### config.mk
export PLATFORM = sky130hd
export DESIGN_NAME = cmul_mac_sequencer
export DESIGN_NICKNAME = d
export VERILOG_FILES = /design/src/rtl/cmul_pkg.sv /design/src/rtl/cmul_out_fifo.sv /design/src/rtl/cmul_mac_sequencer.sv
export SDC_FILE = /design/constraint.sdc
export NUM_CORES = 1
export LEC_CHECK = 0
export BUFFER_PORTS_ARGS = -buffer_cell sky130_fd_sc_hd__buf_2
export CORE_ASPECT_RATIO = 0.8
export CORE_UTILIZATION = 43
export CTS_CLUSTER_DIAMETER = 30
export CTS_CLUSTER_SIZE = 28
export DETAILED_ROUTE_END_ITERATION = 10
export HOLD_SLACK_MARGIN = 0.05
export PLACE_DENSITY = 0.63
export SETUP_SLACK_MARGIN = 0.15
export SYNTH_ARGS = -nofsm -noshare
export SYNTH_HDL_FRONTEND = slang
export SYNTH_HIERARCHICAL = 1
export SYNTH_SLANG_ARGS = --single-unit
### constraint.sdc
create_clock -name clk -period 5.5 [get_ports clk]
set_input_delay 0.825 -clock clk [delete_from_list [all_inputs] [get_ports clk]]
set_output_delay 0.825 -clock clk [all_outputs]
set_load 0.01 [all_outputs]
### src/rtl/cmul_pkg.sv
// Shared widths, FSM state type, saturation constants and MAC latency for the
// complex-multiply MAC sequencer.
package cmul_pkg;

  localparam int unsigned W_IN         = 18;
  localparam int unsigned W_PROD       = 36;
  localparam int unsigned W_ACC        = 48;
  localparam int unsigned CMUL_MAC_LAT = 2;

  localparam logic signed [W_IN-1:0] S18_MAX = 18'sh1FFFF;  // +131071
  localparam logic signed [W_IN-1:0] S18_MIN = 18'sh20000;  // -131072

  typedef enum logic [2:0] {
    ST_IDLE,
    ST_P0,
    ST_P1,
    ST_P2,
    ST_P3
  } cmul_state_e;

  // -(-2^17) is not representable in 18 bits, so it clamps to +2^17-1
  function automatic logic signed [W_IN-1:0] sat_neg(input logic signed [W_IN-1:0] v);
    if (v == S18_MIN) return S18_MAX;
    return -v;
  endfunction

endpackage

### src/rtl/cmul_out_fifo.sv
// Two-entry synchronous result FIFO with occupancy count; async active-low reset.
module cmul_out_fifo
  import cmul_pkg::*;
#(
  parameter int unsigned W = 2 * W_ACC
) (
  input  logic         clk,
  input  logic         rst_n,
  input  logic         wr_en,
  input  logic [W-1:0] wr_data,
  input  logic         rd_en,
  output logic [W-1:0] rd_data,
  output logic [1:0]   count
);

  logic [W-1:0] mem_q [2];
  logic         wr_ptr_q;
  logic         rd_ptr_q;
  logic [1:0]   count_q;
  logic         wr_do;
  logic         rd_do;

  assign rd_do = rd_en & (count_q != 2'd0);
  assign wr_do = wr_en & ((count_q != 2'd2) | rd_do);

  always_ff @(posedge clk or negedge rst_n) begin
    if (!rst_n) begin
      mem_q[0] <= '0;
      mem_q[1] <= '0;
      wr_ptr_q <= 1'b0;
      rd_ptr_q <= 1'b0;
      count_q  <= '0;
    end else begin
      if (wr_do) begin
        mem_q[wr_ptr_q] <= wr_data;
        wr_ptr_q        <= ~wr_ptr_q;
      end
      if (rd_do) rd_ptr_q <= ~rd_ptr_q;
      count_q <= count_q + {1'b0, wr_do} - {1'b0, rd_do};
    end
  end

  assign rd_data = mem_q[rd_ptr_q];
  assign count   = count_q;

endmodule

### src/rtl/cmul_mac_sequencer.sv
// Schedules one complex multiply (a+jb)(c+jd) as four real products on a shared MAC.
// Optional round-half-up addend enabled by defining CMUL_ROUND_EN.
module cmul_mac_sequencer
  import cmul_pkg::*;
#(
  parameter int unsigned RND_SHIFT = 17,
  parameter int unsigned MAC_LAT   = CMUL_MAC_LAT
) (
  input  logic                    clk,
  input  logic                    rst_n,
  input  logic                    i_valid,
  output logic                    o_in_ready,
  input  logic signed [W_IN-1:0]  i_s18_re,
  input  logic signed [W_IN-1:0]  i_s18_im,
  input  logic signed [W_IN-1:0]  i_s18_wre,
  input  logic signed [W_IN-1:0]  i_s18_wim,
  output logic                    o_valid,
  input  logic                    i_out_ready,
  output logic signed [W_ACC-1:0] o_s48_re,
  output logic signed [W_ACC-1:0] o_s48_im,
  output logic                    o_sat,
  output logic                    o_sel,
  output logic signed [W_IN-1:0]  o_s18_X,
  output logic signed [W_IN-1:0]  o_s18_Y,
  output logic signed [W_ACC-1:0] o_s48_C,
  input  logic signed [W_ACC-1:0] i_s48_XY_plus_C
);

  localparam int unsigned TAG_RE = MAC_LAT;
  localparam int unsigned TAG_IM = MAC_LAT + 2;

  if (MAC_LAT != CMUL_MAC_LAT) begin : g_bad_mac_lat
    $error("cmul_mac_sequencer: MAC_LAT must be %0d", CMUL_MAC_LAT);
  end
  if (RND_SHIFT < 1 || RND_SHIFT > 46) begin : g_bad_rnd_shift
    $error("cmul_mac_sequencer: RND_SHIFT out of range 1..46");
  end
  if (W_ACC < W_PROD) begin : g_bad_acc_width
    $error("cmul_mac_sequencer: accumulator narrower than product");
  end

  cmul_state_e             state_q, state_d;
  logic signed [W_IN-1:0]  a_q, b_q, nb_q, c_q, d_q;
  logic                    sel_q;
  logic                    sat_q;
  logic                    rdy_en_q;
  logic [TAG_IM:0]         tag_q;
  logic signed [W_ACC-1:0] re_q;
  logic [1:0]              in_flight_q;
  logic [1:0]              fifo_count;
  logic [2*W_ACC-1:0]      fifo_rdata;
  logic                    accept;
  logic                    pop;
  logic                    fifo_wr;
  logic [2:0]              occ;

  assign o_valid = (fifo_count != 2'd0);
  assign pop     = o_valid & i_out_ready;
  assign occ     = {1'b0, in_flight_q} + {1'b0, fifo_count} - {2'b0, pop};
  // rdy_en_q holds ready low until the first clock after reset release
  assign o_in_ready = rdy_en_q & ((state_q == ST_IDLE) | (state_q == ST_P3)) & (occ < 3'd2);
  assign accept  = i_valid & o_in_ready;
  assign fifo_wr = tag_q[TAG_IM];

  always_comb begin
    state_d = state_q;
    case (state_q)
      ST_IDLE: if (accept) state_d = ST_P0;
      ST_P0:   state_d = ST_P1;
      ST_P1:   state_d = ST_P2;
      ST_P2:   state_d = ST_P3;
      ST_P3:   state_d = accept ? ST_P0 : ST_IDLE;
      default: state_d = ST_IDLE;
    endcase
  end

  always_comb begin
    o_s18_X = '0;
    o_s18_Y = '0;
    case (state_q)
      ST_P0: begin o_s18_X = a_q;  o_s18_Y = c_q; end
      ST_P1: begin o_s18_X = nb_q; o_s18_Y = d_q; end
      ST_P2: begin o_s18_X = a_q;  o_s18_Y = d_q; end
      ST_P3: begin o_s18_X = b_q;  o_s18_Y = c_q; end
      default: ;
    endcase
  end

  // tag bit k is set k+1 cycles after a P0 issue; results are picked off by age, not state
  always_ff @(posedge clk or negedge rst_n) begin
    if (!rst_n) begin
      state_q     <= ST_IDLE;
      a_q         <= '0;
      b_q         <= '0;
      nb_q        <= '0;
      c_q         <= '0;
      d_q         <= '0;
      sel_q       <= 1'b0;
      sat_q       <= 1'b0;
      rdy_en_q    <= 1'b0;
      tag_q       <= '0;
      re_q        <= '0;
      in_flight_q <= '0;
    end else begin
      state_q     <= state_d;
      rdy_en_q    <= 1'b1;
      sel_q       <= (state_q == ST_P0) | (state_q == ST_P2);
      tag_q       <= {tag_q[TAG_IM-1:0], state_q == ST_P0};
      in_flight_q <= in_flight_q + {1'b0, accept} - {1'b0, fifo_wr};
      if (tag_q[TAG_RE]) re_q <= i_s48_XY_plus_C;
      if (accept) begin
        a_q  <= i_s18_re;
        b_q  <= i_s18_im;
        nb_q <= sat_neg(i_s18_im);
        c_q  <= i_s18_wre;
        d_q  <= i_s18_wim;
        if (i_s18_im == S18_MIN) sat_q <= 1'b1;
      end
    end
  end

  assign o_sel = sel_q;
  assign o_sat = sat_q;

`ifdef CMUL_ROUND_EN
  localparam logic [W_ACC-1:0] RND_C = {{(W_ACC-1){1'b0}}, 1'b1} << (RND_SHIFT - 1);
  assign o_s48_C = sel_q ? RND_C : '0;
`else
  assign o_s48_C = '0;
`endif

  cmul_out_fifo #(
    .W (2 * W_ACC)
  ) u_out_fifo (
    .clk     (clk),
    .rst_n   (rst_n),
    .wr_en   (fifo_wr),
    .wr_data ({re_q, i_s48_XY_plus_C}),
    .rd_en   (pop),
    .rd_data (fifo_rdata),
    .count   (fifo_count)
  );

  assign o_s48_re = fifo_rdata[2*W_ACC-1:W_ACC];
  assign o_s48_im = fifo_rdata[W_ACC-1:0];

endmodule

After elaboration in Yosys (flattened, before gate mapping). Index checks and enable logic that the tools add are counted.

Bits in registers: 347. Input bits: 124. Output and inout port bits: 184. Word-level logic and storage cells: 70.

Add/subtract/negate cells: 7. Order comparisons: 4. Equality and inequality tests: 7. Muxes and demuxes: 15. Bitwise logic cells: 13. Reduce and logical (&&, ||, !) cells: 7.

Operators with widths (count): $mux 96 (4); $bwmux 192 (1); $demux 96 s1 (1); $pmux 18 s3 (1); $mux 18 (2); $pmux 18 s2 (1); $eq 18x18->1 const B (1); $neg 18->18 (1); $pmux 3 s5 (1); $and 1x1->1 (6); $eq 3x2->1 const B (2); $reduce_or 2->1 (3); $add 2x1->2 (2); $ge 2x2->1 const B (2); $ne 2x2->1 const B (2); $not 1->2 (2); $sub 2x1->2 (2); $add 2x2->3 (1); $eq 3x1->1 const B (1); $eq 3x3->1 const B (1); $logic_not 3->1 (1); $lt 3x2->1 const B (1); $mux 1 (3); $mux 3 (1); other kinds (7) (10).

Logic depth before layout (Yosys ltp). Gate-level depths: netlist of the first run.

Depth after elaboration: 8. Mapped depth: 17. Gate-level depth less buffers: 15.

Cells and area by module. Netlist of the first run, hierarchy kept.

By module, submodules not included: cmul_out_fifo (times used 1, cells each 529, area an instance 8816.0 µm², sequential area each 4904.7 µm²); cmul_mac_sequencer (times used 1, cells each 688, area an instance 6866.6 µm², sequential area each 3778.6 µm²).

Worst setup path before layout of the first run. OpenSTA, ideal clock, no wires.

Path type: input to register. Start: input i_out_ready. End: register in_flight_q[1]. Setup time: 123 ps. Arrival time: 3643 ps. Required time: 5377 ps. Path slack: 1735 ps. Cell stages on the path: 15. Path buffers: 2. Cells stage by stage: and2_1 -> ha_1 -> nand2b_1 -> fa_1 -> nand2_1 -> nor4_1 -> and2_1 -> buf_4 -> inv_2 -> clkbuf_1 -> ha_1 -> inv_1 -> ha_1 -> xnor2_1 -> xnor2_1.

Word-level cells in the longest chain between the ends: 7.

Ends and longest elaborated chain: start: declaration (RTL line cmul_mac_sequencer.sv:18) `input logic i_out_ready,`; $and 1x1->1 (RTL line cmul_mac_sequencer.sv:58) `assign pop = o_valid & i_out_ready;`; $sub 3x1->3 (RTL line cmul_mac_sequencer.sv:59) `assign occ = {1'b0, in_flight_q} + {1'b0, fifo_count} - {2'b0, pop};`; $lt 3x2->1 (RTL line cmul_mac_sequencer.sv:61) `assign o_in_ready = rdy_en_q & ((state_q == ST_IDLE) | (state_q == ST_P3)) & (occ < 3'd2);`; $and 1x1->1 (RTL line cmul_mac_sequencer.sv:61); net o_in_ready (RTL line cmul_mac_sequencer.sv:12) `output logic o_in_ready,`; $and 1x1->1 (RTL line cmul_mac_sequencer.sv:62) `assign accept = i_valid & o_in_ready;`; $add 2x1->2 (RTL line cmul_mac_sequencer.sv:109) `in_flight_q <= in_flight_q + {1'b0, accept} - {1'b0, fifo_wr};`; $sub 2x1->2 (RTL line cmul_mac_sequencer.sv:109); end signal: assignment (RTL line cmul_mac_sequencer.sv:109); end: declaration (RTL line cmul_mac_sequencer.sv:49) `logic [1:0] in_flight_q;`.

The timed path passes the listed nets, and every way through them passes these cells. A chain may end at the register's enable or synchronous reset.

Worst setup path in the final report of the first run.
Start: register u_out_fifo.count_q[1] (netlist: u_out_fifo/count[1]). End: register nb_q[1].

Word-level cells in the longest chain between the ends: 6. Elaborated cells on any way between the ends: 7. Those cells by class: add/sub: 2; order compare: 1; bitwise: 3; reduce/logical: 1.

Ends and longest elaborated chain: start: declaration (RTL line cmul_out_fifo.sv:19) `logic [1:0] count_q;`; start signal: assignment (RTL line cmul_out_fifo.sv:39) `count_q <= count_q + {1'b0, wr_do} - {1'b0, rd_do};`; $reduce_bool 2->1 (RTL line cmul_mac_sequencer.sv:57) `assign o_valid = (fifo_count != 2'd0);`; $and 1x1->1 (RTL line cmul_mac_sequencer.sv:58); net pop (RTL line cmul_mac_sequencer.sv:53) `logic pop;`; $sub 3x1->3 (RTL line cmul_mac_sequencer.sv:59); $lt 3x2->1 (RTL line cmul_mac_sequencer.sv:61); $and 1x1->1 (RTL line cmul_mac_sequencer.sv:61); $and 1x1->1 (RTL line cmul_mac_sequencer.sv:62); end signal: assignment (RTL line cmul_mac_sequencer.sv:114) `nb_q <= sat_neg(i_s18_im);`; end: declaration (RTL line cmul_mac_sequencer.sv:43) `logic signed [W_IN-1:0] a_q, b_q, nb_q, c_q, d_q;`.

The timed path passes the listed nets, and every way through them passes these cells.

==> results of run 1 <==
[power groups by stage]
stage / sequential (mW) / combinational [mW] / clock (mW)
after CTS: 4.67 / 4.61 / 4.48
after detailed placement: 4.68 / 4.59 / 0
after global placement: 4.62 / 4.49 / 0
final: 4.65 / 4.55 / 4.38
after global routing: 4.84 / 4.95 / 4.62
after floorplan: 4.30 / 3.50 / 0
[cells by family after synthesis]
group / Yosys count / synth area share
flops: 347 / 0.554
mux: 338 / 0.262
simple gates: 290 / 0.0760
buf+inv: 130 / 0.0531
compound gates: 82 / 0.0368
xor+xnor: 20 / 0.0112
fa+ha+maj: 8 / 0.00686
other cells: 2 / 0.000479
[worst max-delay path by stage]
stage	endpoint
finish	nb_q[1]
CTS	nb_q[1]
detailed placement	nb_q[13]
global route	nb_q[1]
global placement	nb_q[15]
floorplan	in_flight_q[1]
[per-layer routing]
layer	part of all wire	GRT usage
met2	0.44	0.276
met1	0.47	0.265
met5	0.00038	0
met4	0.017	0.0573
met3	0.068	0.0609
[final cells by class]
| cell class | instances | area, um^2 |
|---|---|---|
| fillers | 3022 | 16300 |
| flip-flops and latches | 347 | 8690 |
| multi-input cells | 787 | 6350 |
| clock buffers | 99 | 2100 |
| repair buffers | 271 | 1450 |
| well taps | 480 | 601 |
| clock inverters | 31 | 405 |
| inverters | 11 | 41.3 |
[sequential cells by signal, indices dropped and copies added, names as in the netlist]
register and count:
u_out_fifo/rd_ptr_q 1, o_sat 1, nb_q 18, o_sel 1, c_q 18, in_flight_q 2, state_q 3, re_q 48
b_q 18, u_out_fifo/count 2, u_out_fifo/mem_q 192, a_q 18, d_q 18, u_out_fifo/wr_ptr_q 1, rdy_en_q 1, tag_q 5
[critical path, delay by kind of cell (launching register included)]
family                   cells  cell delay, ns
adder cells (fa/ha/maj)      2            0.75
AO/OA/AOI/OAI                1            0.30
AND/OR/NAND/NOR              7            1.35
flip-flops                   1            0.40
buffers and inverters        2            0.80
[stage by stage]
step	area, um^2	worst slack [ns]	power [mW]
after floorplan	15900	1.73	7.80
after global placement	17100	1.41	9.12
after detailed placement	17100	1.36	9.26
after CTS	19600	1.71	13.8
after global routing	19600	1.43	14.4
final	19600	1.76	13.6
[cell usage in the layout, fill, tap and decap left out, types with 2 or more instances in the layout]
cell type,Yosys,routed
a21oi_1,4,4
a22o_1,18,18
a22oi_1,18,18
and2_1,3,2
buf_12,4,4
buf_2,14,258
buf_4,49,8
bufinv_16,0,8
clkbuf_1,42,11
clkbuf_16,0,75
clkbuf_8,0,13
clkinv_2,0,8
clkinv_4,0,5
clkinvlp_4,0,5
conb_1,2,49
dfrtp_1,347,345
ha_1,7,7
inv_1,10,10
inv_6,0,5
mux2_2,258,258
mux2_4,80,80
nand2_1,248,248
nand2b_1,4,4
nor2_1,11,10
nor2b_1,2,2
nor3_1,3,3
nor4_1,4,4
o21ai_0,30,30
o22a_2,8,8
or2_2,2,2
or3_1,4,4
xnor2_1,16,16
xor2_1,4,4
[cells in the mapped netlist (2+ instances only)]
library cell / instances
or2_2: 2
nand2_1: 248
o22a_2: 8
conb_1: 2
buf_6: 9
nor2b_1: 2
ha_1: 7
buf_12: 4
nor4_1: 4
clkbuf_1: 42
a22oi_1: 18
a22o_1: 18
a21oi_1: 4
nand2b_1: 4
xor2_1: 4
or3_1: 4
nor3_1: 3
mux2_2: 258
buf_4: 49
mux2_4: 80
buf_2: 14
dfrtp_1: 347
o21ai_0: 30
nor2_1: 11
inv_1: 10
and2_1: 3
xnor2_1: 16
==> summary.md, run 1 <==
| Metric | Value |
|---|---|
| Worst endpoint required time | 5.94 ns |
| Share of synthesized area occupied by flip-flops and latches | 0.554 |
| Starting Density | 0.437 |
| Largest stage delay on the critical path | 0.71 ns |
| CTS buffer count | 72 |
| Final Hold Fails | 0 |
| Average cell area after synthesis | 12.9 um^2 |
| Endpoint of the worst-slack reg-to-reg timing path | nb_q[1] |
| Combinational fraction of design power | 0.335 |
| Min-Delay Path Class | primary input to asynchronous set/reset pin |
| Final HPWL from detailed placement | 20.9 mm |
| Fin util | 0.547 |
| Initial antenna violation count | 1 |
| Total gr overflow | 0 |
| CTS H-tree lvls | 3 |
| CP endpoint kind | flop |
| Switching power | 4.19 mW |
| First-pass GRT wire length | 56.2 mm |
| Io pins | 308 |
| RR Startpoint | u_out_fifo/count[1] |
| Worst Path Max Fanout | 90 |
| Pwr Density | 692 nW/um^2 |
| Final Instance Count excl. Fillers | 2026 |
| Internal Power | 9.39 mW |
| Final critical-path required period | 3.74 ns |
| Post-Route Skew | 0.0258 ns |
| Share of the synthesized area in the top cell type | 0.554 |
| Maximum number of pins on one net before global-route repair | 140 |
| Clk root buf | clkbuf_16 |
| Depth of the worst register-to-register path | 12 |
| Last weighted congestion value of the routability-driven placer | 0.797 |
| Clock group share of total power | 0.323 |
| Number of antenna repair diodes | 0 |
| Pins over their slew limit | 0 |
| Routed wire length | 34.6 mm |
| Setup repair after global routing missed its margin | false |
| Arrival time reported for the critical path endpoint | 4.18 ns |
| # Max-Cap Violations | 0 |
| Final setup violation count | 0 |
| Area inside the core boundary | 35900 um^2 |
| Type of the setup path with the least slack | flop to flop |
| Result of the run | completed |
| Cell taking the most area after synthesis | dfrtp_1 |
| Sw Share | 0.308 |
| Horiz. Die Dim | 216 um |
| DIE AREA | 37200 um^2 |
| VDD IR max | 421 uV |
| Number of distinct library cells after synthesis | 43 |
| Top_reg_cell synth | dfrtp_1 |
| Max_slew headroom | 0.267 |
| Overall fraction of global-route tracks in use | 0.188 |
| Wire per inst | 17.1 um |
| FF-to-FF setup slack | 1.76 ns |
| YS warnings | 6 |
| Total standard cell area after synthesis | 15700 um^2 |
| Top area cells in the synthesized netlist | dfrtp_1 (55%), mux2_2 (19%), mux2_4 (7.7%) |
| Share of synthesized registers carrying an async set or reset | 1.00 |
| CTS Sinks | 347 |
| Row cnt | 62 |
| List of cells traversed by the critical path | inv_1, nand2_1, and2_1, ha_1, nand2b_1, fa_1, nand2_1, nor4_1, and2_2, buf_4, nand2b_1, o22a_2 |
| Part of the power in registers | 0.342 |
| Startpoint kind of the worst setup timing path | flop |
| Die outline height | 173 um |
| Worst hold slack after final layout | 0.303 ns |
| Clock edge transition at the registers on the reported setup and hold paths | 0.05 ns |
| Drt drc | 0 |
| Worst-Margin Slew | 1.10 ns |
| Share of the clock period used by the worst path | 0.681 |
| Routed via count divided by cell count | 4.92 |
| Number of synthesized flops with an enable pin | 0 |
| IO buf count | 259 |
| Fraction of layout cells with a size suffix above 1 | 0.484 |
| Vias in the first global route | 10358 |
| Number of hold buffers added after cts | 0 |
| Count of nets left with antenna violations after detail routing | 0 |
| Total negative setup slack | 0 ns |
| CTS tree | yes |
| Count of vias placed by the detailed router | 9976 |
| Post-CTS Resized | 0 |
| Number of DRC violations after detailed-routing iteration 0 | 576 |
| Critical-path cell with the highest stage delay | buf_4 |
| Relative area change from synthesis to final layout | 25.2% |
| Number of iterations in the first detailed-routing pass | 4 |
| Cell total after placement | 1896 |
| Post-layout net count | 1622 |
| Insertion delay of the later-clocked pin in the worst-skew pair | 0.57 ns |
| Syn Inst Count | 1217 |
| FMAX | 0.267 GHz |
| Worst-case clock buffer depth | 3 |
| Post CTS Setup Buffer Count | 0 |
| Post-synthesis sequential element count | 347 |
| Critical path launch point | u_out_fifo/count[1] |
| Leak pwr | 9.33 nW |
Power figures use the tool's default switching activity.
==> run 2, diff against run 1 <==
PLACE_DENSITY = 0.65   (was 0.63)
clock period = 3.2 ns   (was 5.5 ns; I/O delays follow)
==> run 2 against run 1 <==
Sequential power is 70% higher. Largest power group is now combinational logic. Final area up 2.8%. Global-route usage rose by 0.46 points. Critical path type is now flop to output pin. Flip-flop and latch count stayed put. First-iteration DRC count fell by 2.4%. Combinational power increased by 80%. Routed wire length grew 1.7%. Cell count rose by 1.4%. Via count grew 0.56%. Worst setup slack got worse by 1.6 ns.
==> summary.md, run 2 (synthesized netlist as in run 1, its figures left out) <==
| Metric | Value |
|---|---|
| Final Hold Fails | 0 (unchanged) |
| Result of the run | completed (unchanged) |
| CTS H-tree lvls | 3 (unchanged) |
| Flip-flop count of the largest register, all copies and words added | 192 (unchanged) |
| Pwr Density | 1200 nW/um^2 (was 692 nW/um^2) |
| Combinational fraction of design power | 0.337 (was 0.335) |
| Worst-case clock buffer depth | 3 (unchanged) |
| Commonest non-fill, non-tap cell in the layout | dfrtp_1 (unchanged) |
| Leading cell types in the layout, fill and taps excluded | dfrtp_1 (344), mux2_2 (258), buf_2 (257) (was dfrtp_1 (345), mux2_2 (258), buf_2 (258)) |
| Top register by number of flip-flops | u_out_fifo/mem_q (unchanged) |
| Internal Power | 16.7 mW (was 9.39 mW) |
| Sw Share | 0.311 (was 0.308) |
| Overall fraction of global-route tracks in use | 0.193 (was 0.188) |
| Post-Route Skew | 0.0192 ns (was 0.0258 ns) |
| Setup repair after global routing missed its margin | true (was false) |
| Worst-Margin Slew | 0.799 ns (was 1.10 ns) |
| Maximum number of pins on one net before global-route repair | 84 (was 140) |
| Met3 Resource Use GR | 0.0505 (was 0.0609) |
| Number of iterations in the first detailed-routing pass | 7 (was 4) |
| Row cnt | 62 (unchanged) |
| DIE AREA | 37200 um^2 (unchanged) |
| CTS tree | yes (unchanged) |
| Worst Path Max Fanout | 3 (was 90) |
| Drt drc | 0 (unchanged) |
| Max_slew headroom | 0.467 (was 0.267) |
| Global-route track usage on met2 | 0.291 (was 0.276) |
| VDD IR max | 560 uV (was 421 uV) |
| Fraction of layout cells with a size suffix above 1 | 0.507 (was 0.484) |
| Wire per inst | 17.1 um (about the same) |
| Startpoint kind of the worst setup timing path | flop (unchanged) |
| Type of the setup path with the least slack | flop to output pin (was flop to flop) |
| Met1 GRT Util | 0.274 (was 0.265) |
| Part of the power in registers | 0.326 (was 0.342) |
| Die outline height | 173 um (unchanged) |
| Routed wire length | 35.1 mm (was 34.6 mm) |
| First-pass GRT wire length | 57.6 mm (was 56.2 mm) |
| Count of nets left with antenna violations after detail routing | 0 (unchanged) |
| Worst endpoint required time | 2.72 ns (was 5.94 ns) |
| Peak-usage layer in the global routing report | met2 (unchanged) |
| Clk root buf | clkbuf_16 (unchanged) |
| Io pins | 308 (unchanged) |
| Total gr overflow | 0 (unchanged) |
| # Max-Cap Violations | 0 (unchanged) |
| Worst slack after detailed placement | 0.182 ns (was 1.36 ns) |
| Total negative setup slack | 0 ns (unchanged) |
| Count of vias placed by the detailed router | 10032 (was 9976) |
| Pins over their slew limit | 0 (unchanged) |
| Post-layout net count | 1647 (was 1622) |
| Starting Density | 0.437 (unchanged) |
| Relative area change from synthesis to final layout | 28.7% (was 25.2%) |
| Area inside the core boundary | 35900 um^2 (unchanged) |
| Worst hold slack after final layout | 0.0952 ns (was 0.303 ns) |
| Min-Delay Path Class | primary input to flop (was primary input to asynchronous set/reset pin) |
| FMAX | 0.332 GHz |
| Arrival time reported for the critical path endpoint | 2.53 ns (was 4.18 ns) |
| Final HPWL from detailed placement | 22.5 mm (was 20.9 mm) |
| Clock edge transition at the registers on the reported setup and hold paths | 0.04 ns (was 0.05 ns) |
| Horiz. Die Dim | 216 um (unchanged) |
| CTS Sinks | 347 (unchanged) |
| FF-to-FF setup slack | 0.24 ns (was 1.76 ns) |
| Leak pwr | 9.57 nW (was 9.33 nW) |
| Share of the clock period used by the worst path | 0.940 |
| Worst hold path depth | 3 |
| CTS buffer count | 77 (was 72) |
| CP endpoint kind | output pin (was flop) |
| Registers with the highest flip-flop counts | u_out_fifo/mem_q: 192 flops, re_q: 48 flops (unchanged) |
| Routed via count divided by cell count | 4.88 (was 4.92) |
| Final Instance Count excl. Fillers | 2054 (was 2026) |
| Final setup violation count | 0 (unchanged) |
| Clock group share of total power | 0.337 (was 0.323) |
| Final critical-path required period | 3.01 ns |
| Depth of the worst register-to-register path | 15 (was 12) |
| Cell total after placement | 1913 (was 1896) |
| Last weighted congestion value of the routability-driven placer | 0.791 (was 0.797) |
| Number of antenna repair diodes | 0 (unchanged) |
| Switching power | 7.54 mW (was 4.19 mW) |
| Insertion delay of the later-clocked pin in the worst-skew pair | 0.57 ns (about the same) |
| Number of DRC violations after detailed-routing iteration 0 | 562 (was 576) |
| Vias in the first global route | 10560 (was 10358) |
| Worst path setup slack after routing | 0.190 ns (was 1.76 ns) |
| Initial antenna violation count | 1 (unchanged) |
| IO buf count | 259 (unchanged) |
## run 2: cell types whose count changed in the layout (fill, tap and decap cells not counted), moves of 6 or more
| cell | previous run | this run |
|---|---|---|
| buf_4 | 8 | 21 |
| clkbuf_1 | 11 | 3 |
| buf_12 | 4 | 10 |
| clkinv_2 | 8 | 14 |
| clkinvlp_4 | 5 | 11 |
## run 2: worst max-delay path: stages (launching register included)
cell and delay [ns]:
dfrtp_1 0.39, inv_2 0.09, nand2_2 0.05, and2_4 0.15
ha_4 0.20, nand2b_4 0.13, fa_2 0.54, nand2_2 0.07
nor4_4 0.14, buf_4 0.19
## run 2: what timing repair did
action | 4_1_cts | 5_1_grt
hold buffers | 1 | 0
endpoints found under the setup margin | 1 | 10
endpoints found under the hold margin | 76 | 0
cloned | 0 | 0
gates resized for setup | 1 | 2
buffers inserted | 2 | 0
pin swaps | 0 | 0
## run 2: routing by layer
metal | part of all wire | vias to the layer above
met1 | 0.48 | 5031
met5 | 0.00028 | -
met2 | 0.45 | 258
li1 | - | 4692
met3 | 0.052 | 49
met4 | 0.015 | 2
## run 2: power by group through the flow
stage	sequential [mW]	clock, mW	combinational [mW]
5_1_grt	8.24	8.60	8.89
6_report	7.92	8.17	8.18
3_5_place_dp	7.97	0	8.21
2_1_floorplan	7.40	0	6.15
3_3_place_gp	7.85	0	8.07
4_1_cts	7.94	8.35	8.30
## run 2: final timing paths
kind | from | endpoint
min reg2reg | tag_q[1] | tag_q[2]
max | u_out_fifo/count[0] | o_in_ready
min in group asynchronous | rst_n | u_out_fifo/mem_q[51]
max in group asynchronous | rst_n | c_q[5]
max reg2reg | u_out_fifo/count[0] | in_flight_q[1]
min | i_s18_re[6] | a_q[6]
## run 2: final cells by class
cell class / instances / area, um^2
well taps: 480 / 601
clock buffers: 89 / 2060
inverters: 11 / 43.8
repair buffers: 291 / 1680
clock inverters: 49 / 666
fillers: 2989 / 15700
flip-flops and latches: 347 / 8690
multi-input cells: 787 / 6440
## run 2: stage by stage
stage	area (um^2)	power (mW)	utilization
3_3_place_gp	17400	15.9	0.485
5_1_grt	20200	25.7	0.562
4_1_cts	20200	24.6	0.562
3_5_place_dp	17400	16.2	0.485
6_report	20200	24.3	0.562
2_1_floorplan	16000	13.6	-
